<file path="config.mk">
export PLATFORM = sky130hd
export DESIGN_NAME = rp_cmd_check
export DESIGN_NICKNAME = d
export VERILOG_FILES = /design/src/rtl/rp_cmd_check.sv
export SDC_FILE = /design/constraint.sdc
export NUM_CORES = 1
export LEC_CHECK = 0
export ABC_AREA = 0
export CAP_MARGIN = 15
export CORE_ASPECT_RATIO = 1.75
export CORE_MARGIN = 4
export CORE_UTILIZATION = 46
export CTS_CLUSTER_DIAMETER = 30
export DETAILED_ROUTE_END_ITERATION = 16
export PLACE_DENSITY = 0.81
export SETUP_SLACK_MARGIN = 0.5
export SYNTH_ARGS = -nofsm -noshare
export SYNTH_HDL_FRONTEND = slang
export SYNTH_SLANG_ARGS = --single-unit
export TNS_END_PERCENT = 5
</file>
<file path="constraint.sdc">
create_clock -name clk -period 3.2 [get_ports clk]
set_clock_uncertainty 0.2 [all_clocks]
set_input_delay 0.48 -clock clk [delete_from_list [all_inputs] [get_ports clk]]
set_output_delay 0.48 -clock clk [all_outputs]
set_load 0.05 [all_outputs]
</file>
<file path="src/rtl/rp_cmd_check.sv">
// RPxx command validator: qualifies GO writes, raises ER1 set strobes,
// steps the working disk address during transfers and summarises ER1.
module rp_cmd_check #(
  parameter int NUMCYL  = 815,
  parameter int NUMTRK  = 19,
  parameter int NUMSECT = 20
) (
  input  logic        clk,
  input  logic        rst,
  input  logic        clr,
  input  logic        rpGO,
  input  logic [4:0]  rpFUN,
  input  logic        rpDRY,
  input  logic        rpWRL,
  input  logic [9:0]  rpCYL,
  input  logic [5:0]  rpTA,
  input  logic [5:0]  rpSA,
  input  logic        rpINCSECT,
  input  logic [15:0] rpER1,
  output logic        rpSETILF,
  output logic        rpSETIAE,
  output logic        rpSETWLE,
  output logic        rpSETRMR,
  output logic        rpSETAOE,
  output logic        rpCMDGO,
  output logic [4:0]  rpCMDFUN,
  output logic        rpBUSY,
  output logic [9:0]  rpWCYL,
  output logic [5:0]  rpWTA,
  output logic [5:0]  rpWSA,
  output logic        rpERR
);

  localparam logic [9:0] CYL_LIM  = 10'(NUMCYL);
  localparam logic [5:0] TRK_LIM  = 6'(NUMTRK);
  localparam logic [5:0] SECT_LIM = 6'(NUMSECT);
  localparam logic [9:0] CYL_LAST  = 10'(NUMCYL - 1);
  localparam logic [5:0] TRK_LAST  = 6'(NUMTRK - 1);
  localparam logic [5:0] SECT_LAST = 6'(NUMSECT - 1);
  localparam logic [4:0] FUN_DRVCLR = 5'd4;

  typedef enum logic [1:0] {IDLE, CHECK, XFER} state_t;

  state_t      state_reg, state_next;
  logic [4:0]  fun_reg, fun_next;
  logic [9:0]  cyl_reg, cyl_next;
  logic [5:0]  trk_reg, trk_next;
  logic [5:0]  sect_reg, sect_next;
  logic        ilf_reg, ilf_next;
  logic        iae_reg, iae_next;
  logic        wle_reg, wle_next;
  logic        rmr_reg, rmr_next;
  logic        aoe_reg, aoe_next;
  logic        go_reg, go_next;
  logic        err_reg;
  logic        dry_prev_reg;

  logic        reset_any;
  logic        is_legal, is_addr, is_write, addr_bad, wlock, dry_rise;

  assign reset_any = rst | clr;
  assign is_legal  = fun_reg inside {5'd0, 5'd1, 5'd2, 5'd3, 5'd4, 5'd5, 5'd6, 5'd7, 5'd8,
                                     5'd9, 5'd12, 5'd20, 5'd21, 5'd24, 5'd25, 5'd28, 5'd29};
  assign is_addr   = fun_reg inside {5'd2, 5'd12, 5'd20, 5'd21, 5'd24, 5'd25, 5'd28, 5'd29};
  assign is_write  = fun_reg inside {5'd24, 5'd25};
  assign addr_bad  = (cyl_reg >= CYL_LIM) | (trk_reg >= TRK_LIM) | (sect_reg >= SECT_LIM);
  assign wlock     = is_write & rpWRL;
  assign dry_rise  = rpDRY & ~dry_prev_reg;

  always_comb begin
    state_next = state_reg;
    fun_next   = fun_reg;
    cyl_next   = cyl_reg;
    trk_next   = trk_reg;
    sect_next  = sect_reg;
    ilf_next   = 1'b0;
    iae_next   = 1'b0;
    wle_next   = 1'b0;
    rmr_next   = 1'b0;
    aoe_next   = 1'b0;
    go_next    = 1'b0;
    case (state_reg)
      IDLE: begin
        if (rpGO) begin
          fun_next   = rpFUN;
          cyl_next   = rpCYL;
          trk_next   = rpTA;
          sect_next  = rpSA;
          state_next = CHECK;
        end
      end
      CHECK: begin
        // Drive clear must always get through so software can recover a faulted drive.
        if (fun_reg == FUN_DRVCLR) go_next = 1'b1;
        else if (!rpDRY)           rmr_next = 1'b1;
        else if (!is_legal)        ilf_next = 1'b1;
        else if (is_addr && addr_bad) begin
          iae_next = 1'b1;
          wle_next = wlock;
        end
        else if (wlock)            wle_next = 1'b1;
        else                       go_next = 1'b1;
        state_next = (go_next && fun_reg >= 5'd20) ? XFER : IDLE;
      end
      XFER: begin
        if (rpGO && rpFUN == FUN_DRVCLR) begin
          state_next = IDLE;
        end else begin
          rmr_next = rpGO;
          if (rpINCSECT) begin
            if (sect_reg == SECT_LAST) begin
              sect_next = '0;
              if (trk_reg == TRK_LAST) begin
                trk_next = '0;
                if (cyl_reg == CYL_LAST) begin
                  cyl_next   = '0;
                  aoe_next   = 1'b1;
                  state_next = IDLE;
                end else begin
                  cyl_next = cyl_reg + 10'd1;
                end
              end else begin
                trk_next = trk_reg + 6'd1;
              end
            end else begin
              sect_next = sect_reg + 6'd1;
            end
          end
          if (dry_rise) state_next = IDLE;
        end
      end
      default: state_next = IDLE;
    endcase
  end

  always_ff @(posedge clk) begin
    if (reset_any) begin
      state_reg    <= IDLE;
      fun_reg      <= '0;
      cyl_reg      <= '0;
      trk_reg      <= '0;
      sect_reg     <= '0;
      ilf_reg      <= 1'b0;
      iae_reg      <= 1'b0;
      wle_reg      <= 1'b0;
      rmr_reg      <= 1'b0;
      aoe_reg      <= 1'b0;
      go_reg       <= 1'b0;
      err_reg      <= 1'b0;
      dry_prev_reg <= 1'b0;
    end else begin
      state_reg    <= state_next;
      fun_reg      <= fun_next;
      cyl_reg      <= cyl_next;
      trk_reg      <= trk_next;
      sect_reg     <= sect_next;
      ilf_reg      <= ilf_next;
      iae_reg      <= iae_next;
      wle_reg      <= wle_next;
      rmr_reg      <= rmr_next;
      aoe_reg      <= aoe_next;
      go_reg       <= go_next;
      err_reg      <= |rpER1;
      dry_prev_reg <= rpDRY;
    end
  end

  assign rpSETILF = ilf_reg;
  assign rpSETIAE = iae_reg;
  assign rpSETWLE = wle_reg;
  assign rpSETRMR = rmr_reg;
  assign rpSETAOE = aoe_reg;
  assign rpCMDGO  = go_reg;
  assign rpCMDFUN = fun_reg;
  assign rpBUSY   = (state_reg != IDLE);
  assign rpWCYL   = cyl_reg;
  assign rpWTA    = trk_reg;
  assign rpWSA    = sect_reg;
  assign rpERR    = err_reg;

endmodule

</file>
==> flow_metrics.py <==
metrics = {
    "setup_path": {
        "cp-end-kind": "register",
        "crit_path_start": "rpWSA[0]",
        "endpoint": "rpWCYL[1]",
        "r2r-end": "rpWCYL[1]",
        "reg2regPathDepth": 6,
        "crit_type": "register to register",
        "crit_fanout": 9,
        "r2r_start": "rpWSA[0]",
        "crit_arrival_ns": 2.47,
        "crit_required_ns": 3.16,
        "crit_chain": "ha_1 > nand2b_4 > or4_4 > or4_1 > nand2_2 > a211oi_1",
        "crit_path_top_delay_cell": "or4_1",
        "worst-r2r-setup-slack_ns": 0.69,
        "worstSetupStartpointType": "register",
        "max_stage_delay_ns": 0.61,
    },
    "floorplanning": {
        "start_util_pct": 47.6,
        "rows": 35,
        "die_w_um": 63.8,
        "die_area_mm2": 0.00673,
        "die_h_um": 106,
        "core_area_mm2": 0.00526,
        "ioPinCount": 85,
    },
    "logic_synthesis": {
        "synth_area_leader_cell": "dfxtp_1",
        "synth_cell_types": 59,
        "synth_edf_count": 0,
        "synth_seq_area_share_pct": 29.6,
        "postSynthAreaPerCell_um2": 7.72,
        "synth_top_area_share_pct": 29.6,
        "synth_common_cells": "dfxtp_1, nand2_1, nor2_1",
        "synth_flop_cell": "dfxtp_1",
        "syn_inst": 324,
        "synth.most_common_cell": "dfxtp_1",
        "ys_warn_count": 0,
        "netlist_area_mm2": 0.00250,
        "synth-seq-cells": 37,
        "postSynth.asyncResetShare_pct": 0,
        "synthTopCellsByArea": "dfxtp_1, a21oi_1, nand2_1",
        "syn-num-nets": 383,
    },
    "drt": {
        "drc_errors": 0,
        "detail-route-antenna-nets": 0,
        "routedWlPerCell_um": 16.4,
        "vias": 2793,
        "routed_via_density": 6.08,
        "drtPass1Iterations": 4,
        "wirelength_mm": 7.54,
        "drt-initial-drc-count": 153,
    },
    "cts": {
        "htree_num_levels": 2,
        "cts.clk_slew.worst_paths_ns": 0.08,
        "clkLatencyLatePin_ns": 0.30,
        "cts_tree": "built",
        "clockRootBuffer": "clkbuf_8",
        "cts_hold_buffers": 0,
        "cts_made_buffers": 5,
        "cts.sinks": 37,
        "clk_path_buf_depth": 2,
    },
    "grt": {
        "grt_pass1_vias": 2699,
        "grt_pass1_wl_mm": 12.3,
        "grtUsageTotal_pct": 22.3,
        "antenna_found_initial": 0,
        "grt-ovfl-total": 0,
        "grt_max_degree": 25,
    },
    "placed_design": {
        "dpl-instance-area_mm2": 0.00339,
        "dpl.cell_count": 450,
        "gp_congestion": 0.868,
        "port_buffers": 84,
        "dp_hpwl_mm": 5.69,
    },
    "finish": {
        "instances_no_fill": 459,
        "syn_to_final_growth_pct": 41.0,
        "n_antenna_cell": 0,
        "final_core_util_pct": 67.1,
        "fin_area_mm2": 0.00353,
        "largest_reg_flops": 10,
        "drive_gt1_share_pct": 7.18,
        "nNetsFinal": 462,
    },
    "pwr": {
        "vdd_drop_max_uv": 383,
        "power_w": 0.00123,
        "p_leak_nw": 1.29,
        "p_per_area_mw_per_mm2": 348,
    },
    "timing": {
        "relSlewSlack_pct": 53.8,
        "rsz0062_at_grt": "true",
        "fmax_ghz": 0.398,
        "tns_ns": 0,
        "hold_viol_final": 0,
        "period_share_pct": 78.5,
        "setup_viol": 0,
        "fin_crit_ns": 2.51,
        "tightest_slew_ns": 0.685,
        "drv_slew": 0,
    },
    "hold_path": {
        "hold_path_class": "register to register",
    },
    "run": {
        "max_cap_violations": 0,
    },
    "status": {
        "status": "finished, final reports clean",
    },
}
cell families after synthesis:
kind of cell | count (synthesis) | share of synthesized area [%]
buffers and inverters | 34 | 5.45
flip-flops | 37 | 29.6
XOR/XNOR | 3 | 1.05
adder cells (fa/ha/maj) | 9 | 4.50
multiplexers | 3 | 1.20
AND/OR/NAND/NOR | 141 | 30.1
AO/OA/AOI/OAI | 97 | 28.1
worst min path at each step:
stage                  from           end  slack [ns]  cells past startpoint
3_5_place_dp      rpWCYL[9]     rpWCYL[9]        0.29                      2
5_1_grt        state_reg[1]  state_reg[1]        0.32                      2
6_report       state_reg[1]  state_reg[1]        0.30                      2
2_1_floorplan  state_reg[1]  state_reg[1]        0.25                      2
4_1_cts        state_reg[1]  state_reg[1]        0.30                      2
3_3_place_gp   state_reg[1]  state_reg[1]        0.28                      2
cell type report:
cell class | instances | area [µm²]
Tap cell | 55 | 68.8
Sequential cell | 37 | 744
Fill cell | 467 | 1730
Clock inverter | 3 | 65.1
Timing Repair Buffer | 93 | 907
Inverter | 13 | 48.8
Multi-Input combinational cell | 253 | 1630
Clock buffer | 5 | 68.8
metrics by stage:
step / hold WS [ns] / worst slack [ns]
finish: 0.298 / 0.689
global route: 0.315 / 0.483
CTS: 0.298 / 0.573
detailed placement: 0.288 / 0.304
global placement: 0.283 / 0.332
floorplan: 0.251 / 0.531
layout by cell type (no fill, tap or decap), types with 7 or more instances in the layout:
cell type and n:
clkdlybuf4s50_1 83, nand2_1 34, dfxtp_1 34, nor2_1 32, a21oi_1 26, inv_1 13, a211oi_1 12, nor4_1 11
nor2b_1 10, nand3_1 9, o22ai_1 9, ha_1 9, buf_4 9, o21ai_0 8, nor3_1 7
repair_timing:
item,4_1_cts,5_1_grt
gates cloned,0,0
hold endpoints to repair,0,0
setup endpoints to repair,1,5
pin swaps,0,1
gates resized for setup,1,0
buffers inserted,0,1
routing by layer:
layer  global-route usage (%)  wire length [µm]  up-vias
met1                     24.1              2850     1332
li1                         -                 -     1360
met3                     3.09               352       16
met2                     42.1              4150       85
met4                     9.58               182        0
met5                        0                 0        -
power breakdown:
part           leakage (nW)  internal (W)  switching, W  total, W
sequential            0.302      0.000475     0.0000239  0.000499
combinational         0.918      0.000119      0.000127  0.000246
clock                0.0681      0.000310      0.000174  0.000484
critical path: cells and delay by family, from the launching register on:
family	cells	cell delay, ns
and+or+nand+nor	4	1.47
AOI/OAI and AO/OA	1	0.10
adders and majority gates	1	0.25
DFF	1	0.36
Note: power is estimated with default switching activity, not from simulation.
